==> src/rtl/instr_sequencer.sv <==
// Fetch/decode/sequencing stage for the 4-bit computational unit: PC, IR, jumps, halt.
// Optional SINGLE_STEP_EN macro adds a step_en input that gates advancement in RUN.
module instr_sequencer #(
  parameter int PC_W         = 8,
  parameter int RESET_VECTOR = 0
) (
  input  logic            clk,
  input  logic            reset_n,
  input  logic [7:0]      pm_data,
  input  logic            r_eq_0,
`ifdef SINGLE_STEP_EN
  input  logic            step_en,
`endif
  output logic [PC_W-1:0] pm_addr,
  output logic [7:0]      ir,
  output logic [3:0]      nibble_ir,
  output logic [3:0]      source_sel,
  output logic [8:0]      reg_en,
  output logic            i_sel,
  output logic            x_sel,
  output logic            y_sel,
  output logic            sync_reset,
  output logic            halted
);

  typedef enum logic [1:0] {
    ST_RST_HOLD = 2'd0,
    ST_RUN      = 2'd1,
    ST_HALT     = 2'd2
  } state_t;

  localparam logic [7:0] IR_NOP  = 8'hFE;
  localparam logic [7:0] IR_HALT = 8'hFF;
  localparam logic [7:0] IR_JMP  = 8'hE0;
  localparam logic [7:0] IR_JNZ  = 8'hE1;
  localparam logic [7:0] IR_JZ   = 8'hE2;
  localparam logic [2:0] REG_I   = 3'd6;
  localparam logic [2:0] REG_DM  = 3'd7;

  state_t          r_state;
  logic [PC_W-1:0] r_pc;
  logic [7:0]      r_ir;
  logic            r_sync_reset;
  logic            r_halted;

  logic            w_advance;
  logic            w_is_jump;
  logic            w_taken;
  logic [PC_W-1:0] w_pc_inc;
  logic [PC_W-1:0] w_target;
  logic [8:0]      w_reg_en;
  logic [2:0]      w_dst;
  logic            w_dst_valid;
  logic            w_dm_access;

`ifdef SINGLE_STEP_EN
  assign w_advance = step_en;
`else
  assign w_advance = 1'b1;
`endif

  assign w_is_jump = (r_ir == IR_JMP) || (r_ir == IR_JNZ) || (r_ir == IR_JZ);
  assign w_taken   = (r_ir == IR_JMP) || ((r_ir == IR_JNZ) && !r_eq_0) ||
                     ((r_ir == IR_JZ) && r_eq_0);
  assign w_pc_inc  = r_pc + PC_W'(1);
  assign w_target  = PC_W'(pm_data);

  // Register code -> write-enable bit; o_reg (code 4) lives at bit 8.
  function automatic logic [8:0] dst_enable(input logic [2:0] code);
    logic [8:0] en;
    en = '0;
    case (code)
      3'd4:    en[8] = 1'b1;
      default: en[code] = 1'b1;
    endcase
    return en;
  endfunction

  // NOTE: sequential state uses non-blocking (<=) so every register samples pre-edge values.
  always_ff @(posedge clk or negedge reset_n) begin
    if (!reset_n) begin
      r_state      <= ST_RST_HOLD;
      r_pc         <= PC_W'(RESET_VECTOR);
      r_ir         <= IR_NOP;
      r_sync_reset <= 1'b1;
      r_halted     <= 1'b0;
    end else begin
      case (r_state)
        ST_RST_HOLD: begin
          r_ir         <= pm_data;
          r_pc         <= w_pc_inc;
          r_sync_reset <= 1'b0;
          r_state      <= ST_RUN;
        end
        ST_RUN: begin
          if (w_advance) begin
            if (r_ir == IR_HALT) begin
              r_state  <= ST_HALT;
              r_halted <= 1'b1;
            end else if (w_is_jump) begin
              // pm_data is the operand byte here; the bubble replaces it in ir.
              r_pc <= w_taken ? w_target : w_pc_inc;
              r_ir <= IR_NOP;
            end else begin
              r_ir <= pm_data;
              r_pc <= w_pc_inc;
            end
          end
        end
        ST_HALT: begin
          r_halted <= 1'b1;
        end
        default: begin
          r_state <= ST_RST_HOLD;
        end
      endcase
    end
  end

  // NOTE: every always_comb output gets a default first, so no path can infer a latch.
  always_comb begin
    w_reg_en    = '0;
    source_sel  = 4'hA;
    i_sel       = 1'b0;
    x_sel       = 1'b0;
    y_sel       = 1'b0;
    w_dst       = '0;
    w_dst_valid = 1'b0;
    w_dm_access = 1'b0;
    if (!r_ir[7]) begin
      source_sel  = 4'h8;
      w_dst       = r_ir[6:4];
      w_dst_valid = 1'b1;
    end else if (r_ir[7:6] == 2'b10) begin
      source_sel  = {1'b0, r_ir[2:0]};
      w_dst       = r_ir[5:3];
      w_dst_valid = 1'b1;
      w_dm_access = (r_ir[2:0] == REG_DM);
    end else if (r_ir[7:5] == 3'b110) begin
      w_reg_en[4] = 1'b1;
      x_sel       = r_ir[4];
      y_sel       = r_ir[3];
    end
    if (w_dst_valid) begin
      w_reg_en = w_reg_en | dst_enable(w_dst);
      if (w_dst == REG_DM) w_dm_access = 1'b1;
    end
    // dm access post-increments i, unless i is itself the destination.
    if (w_dm_access) begin
      w_reg_en[6] = 1'b1;
      i_sel       = !(w_dst_valid && (w_dst == REG_I));
    end
  end

  assign reg_en     = ((r_state == ST_RUN) && w_advance) ? w_reg_en : '0;
  assign pm_addr    = r_pc;
  assign ir         = r_ir;
  assign nibble_ir  = r_ir[3:0];
  assign sync_reset = r_sync_reset;
  assign halted     = r_halted;

endmodule

==> config.mk <==
export PLATFORM = sky130hd
export DESIGN_NAME = instr_sequencer
export DESIGN_NICKNAME = d
export VERILOG_FILES = /design/src/rtl/instr_sequencer.sv
export SDC_FILE = /design/constraint.sdc
export NUM_CORES = 1
export LEC_CHECK = 0
export CAP_MARGIN = 20
export CORE_MARGIN = 1.5
export CORE_UTILIZATION = 40
export CTS_CLUSTER_DIAMETER = 30
export CTS_CLUSTER_SIZE = 24
export DETAILED_ROUTE_END_ITERATION = 8
export HOLD_SLACK_MARGIN = 0.06
export PLACE_DENSITY = 0.86
export SLEW_MARGIN = 20
export SYNTH_ARGS = -nofsm -noshare
export SYNTH_HDL_FRONTEND = slang
export SYNTH_SLANG_ARGS = --single-unit
==> constraint.sdc <==
create_clock -name clk -period 2 [get_ports clk]
set_input_delay 0.2 -clock clk [delete_from_list [all_inputs] [get_ports clk]]
set_output_delay 0.2 -clock clk [all_outputs]
set_load 0.1 [all_outputs]
==> run_results.csv, run 1 <==
group,metric,value,unit
timing,layout_min_cycle_time,2151,ps
worst_setup_path,cp_cell_sequence,"nor2b_4, clkinvlp_4, nor2_4, nand3_4, mux2i_4, buf_12",
timing,worst_slack,-150.9,ps
hold_path,hp-class,"in -> async",
detailed_routing,vias,1434,
yosys,synth-edff-count,0,
place,gp_congestion,0.7938,
detailed_routing,vias_per_cell,5.602,
finish,nets,225,
yosys,ys_top_cells_by_area,"dfrtp_1 23%, dfstp_2 16%, mux2i_1 8.3%",
worst_setup_path,cp-end-kind,"primary output",
timing,setup_viol,17,
detailed_routing,drc_errors,0,
finish,area_delta_synth_final,84.62,%
power_and_ir_drop,p_leak,0.001032,uW
floorplanning,fp.coreArea,0.003103,mm2
detailed_routing,firstDrtPassIters,4,
power_and_ir_drop,peakVddDrop,1.218,mV
worst_setup_path,critPathSlowestCell,"dfstp_4",
clocking,cts_tree,"built",
yosys,synth-seq-cells,20,
global_routing,grt_use_total,24.92,%
timing,period_share,107.5,%
finish,fin_cells,256,
timing,fmax,0.4649,GHz
yosys,synth.most_common_cell,"nand2_1",
global_routing,grt.overflow.total,0,
detailed_routing,route.layer.met1.wl,1.785,mm
power_and_ir_drop,swShare,60.02,%
yosys,synthFlopType,"dfrtp_1",
detailed_routing,ant_nets,0,
outcome,status,"finished, violations left",
floorplanning,initial_core_util,42.74,%
clocking,cts_sinks,20,
worst_setup_path,path_class,"reg -> out",
clocking,clkSlewWorstSetupHoldPaths,120,ps
power_and_ir_drop,power,3938,uW
power_and_ir_drop,switchingPower,2363,uW
floorplanning,rows,20,
yosys,yosysSeqAreaShare,38.49,%
power_and_ir_drop,power.density,1608,mW/mm2
yosys,syn_nets,161,
worst_setup_path,cp_data_required_time,1800,ps
worst_setup_path,cpPeakStageDelay,650,ps
place,hpwl,2.965,mm
timing,slew_headroom,68.10,%
detailed_routing,top_layer_used,"met4",
outcome,failed_checks,"negative setup slack",
worst_setup_path,arrival,1950,ps
clocking,cts_buffers,3,
detailed_routing,wl_met2,2.433,mm
finish,fillers,197,
yosys,ys_types,39,
yosys,synthCells,149,
timing,slew_violations,0,
floorplanning,die-area,0.003670,mm2
yosys,yosysWarnings,0,
yosys,synth_largest_area_cell,"dfrtp_1",
clocking,clockBufferDepth,2,
floorplanning,chipWidth,60.58,um
timing,worst_pin_slew,477.0,ps
power_and_ir_drop,comb_power_share,74.9,%
floorplanning,die_y,60.58,um
global_routing,grt_max_degree,20,
global_routing,grt_pass1_wl,6.858,mm
yosys,syn_area_per_cell,8.901,um2
power_and_ir_drop,p_seq_share,19.9,%
timing,rsz0062_at_grt,"yes",
clocking,clk_latency,320,ps
detailed_routing,wirelength,4.530,mm
detailed_routing,drt-initial-drc-count,89,
detailed_routing,wl_per_cell,17.70,um
finish,layout-drive-gt1-share,56.13,%
yosys,netlist.area_leader.share,22.64,%
finish,diodes,0,
global_routing,antenna_found_initial,0,
clocking,root_buffer,"clkbuf_4",
clocking,cts_htree_levels,1,
power_and_ir_drop,power_frac_clock,5.2,%
detailed_routing,dr_wl_met3,210,um
yosys,postSynth.asyncResetShare,100.0,%
yosys,synth_area,0.001326,mm2
place,dp.cells,238,
job,drv_cap,0,
floorplanning,io_pins,49,
yosys,synth_top_cells_by_count,"18 x nand2_1, 13 x a21oi_1, 12 x dfrtp_1, 11 x mux2i_1",
worst_setup_path,path_buf_inv,2,
worst_setup_path,path_delay_family,"flip-flops",
worst_setup_path,worstPathMaxFanout,3,
timing,finalClockSkew,14.15,ps
power_and_ir_drop,internal-power,1574,uW
global_routing,grt_pass1_vias,1466,
worst_setup_path,cp-start-kind,"flip-flop",
place,port_buffers,48,
timing,hold_viol_final,0,
finish,post-route-util,78.91,%
power groups by stage:
stage | registers (uW) | logic, uW | clock network [uW]
final | 784 | 2950 | 204
after detailed placement | 770 | 2750 | 0
after CTS | 769 | 2860 | 199
after global routing | 808 | 3050 | 221
after floorplan | 1620 | 1160 | 0
after global placement | 756 | 2690 | 0
sequential cells by signal, summed over array words and instances, names as in the netlist:
signal / cells
ir: 8
pm_addr: 8
halted: 1
r_state: 2
sync_reset: 1
metal layers:
metal / GRT usage (%) / vias up
met3: 2.345 / 10
met4: 12.42 / 0
li1: - / 651
met2: 45.31 / 74
met5: 0 / -
met1: 29.07 / 699
repair_timing:
| item | 4_1_cts | 5_1_grt |
|---|---|---|
| pin swaps | 6 | 6 |
| hold buffers | 0 | 0 |
| resized for setup | 19 | 12 |
| cloned | 1 | 0 |
| endpoints found under the setup margin | 16 | 27 |
| setup buffers | 10 | 3 |
cell families (layout without fill, tap and decap cells):
family                     count (synthesis)  in the layout  share of synthesized area (%)
AOI/OAI and AO/OA                         32             32                          15.38
adders and majority gates                  1              1                         0.9432
buffers and inverters                     24             86                          12.07
DFF                                       20             20                          38.49
muxes                                     12             12                          9.151
and+or+nand+nor                           60             61                          23.96
final cells by class:
class / count / area (um2) / area share (%)
Timing Repair Buffer: 73 / 912.1 / 37.25
Multi-Input combinational cell: 106 / 879.6 / 35.92
Sequential cell: 20 / 531.8 / 21.72
Tap cell: 44 / 55.05 / 2.248
Inverter: 9 / 43.79 / 1.788
Clock buffer: 3 / 22.52 / 0.9198
Clock inverter: 1 / 3.754 / 0.1533
worst register-to-register path, cell delays in order (launching register included):
cell	delay, ps
dfstp_4	660
or4b_4	490
or4_4	550
mux2i_1	200
a2bb2oi_1	80
path summary, 6_finish.rpt:
| kind | to | startpoint | slack [ps] | cells past startpoint |
|---|---|---|---|---|
| max in group asynchronous | ir[6] | reset_n | 1210 | 2 |
| hold / removal | r_state[0] | reset_n | 210 | 1 |
| setup / recovery | i_sel | ir[7] | -150 | 6 |
| hold reg to reg | sync_reset | sync_reset | 470 | 1 |
| setup reg to reg | pm_addr[2] | ir[5] | -110 | 4 |
| min in group clk | sync_reset | sync_reset | 470 | 1 |
through the flow:
step	instance area [um2]	worst slack, ps	setup TNS [ps]	hold WS, ps
final	2449	-150.9	-1252	209.5
after global routing	2449	-208.5	-2568	225.7
after CTS	2377	-104.2	-769.7	215.6
after detailed placement	2203	-89.47	-407.7	462.2
after global placement	2203	-33.76	-202.5	445.7
after floorplan	1514	-1367	-10400	-95.59
placed cells by master (no fill, tap or decap), types with 5 or more instances in the layout:
cell type / n
buf_4: 33
buf_12: 25
nand2_1: 15
dfrtp_1: 10
clkdlybuf4s50_1: 10
mux2i_1: 9
nand3_1: 7
a21oi_2: 6
inv_1: 6
a21oi_1: 5
dfstp_4: 5
(Power assumes the default switching activity.)
==> inputs of run 2 (changes only) <==
--- a/config.mk
+++ b/config.mk
@@ -11,6 +11,7 @@
 export CTS_CLUSTER_DIAMETER = 30
 export CTS_CLUSTER_SIZE = 24
 export DETAILED_ROUTE_END_ITERATION = 8
+export GPL_ROUTABILITY_DRIVEN = 1
 export HOLD_SLACK_MARGIN = 0.06
 export PLACE_DENSITY = 0.86
 export SLEW_MARGIN = 20
==> results of run 2 <==
Final layout, timing and power as in run 1 (identical DEF).
==> inputs of run 3 (changes only) <==
--- a/config.mk
+++ b/config.mk
@@ -14,7 +14,7 @@
 export GPL_ROUTABILITY_DRIVEN = 1
 export HOLD_SLACK_MARGIN = 0.06
 export PLACE_DENSITY = 0.86
-export SLEW_MARGIN = 20
+export SLEW_MARGIN = 40
 export SYNTH_ARGS = -nofsm -noshare
 export SYNTH_HDL_FRONTEND = slang
 export SYNTH_SLANG_ARGS = --single-unit
==> results of run 3 <==
Final layout, timing and power as in run 1 (identical DEF).
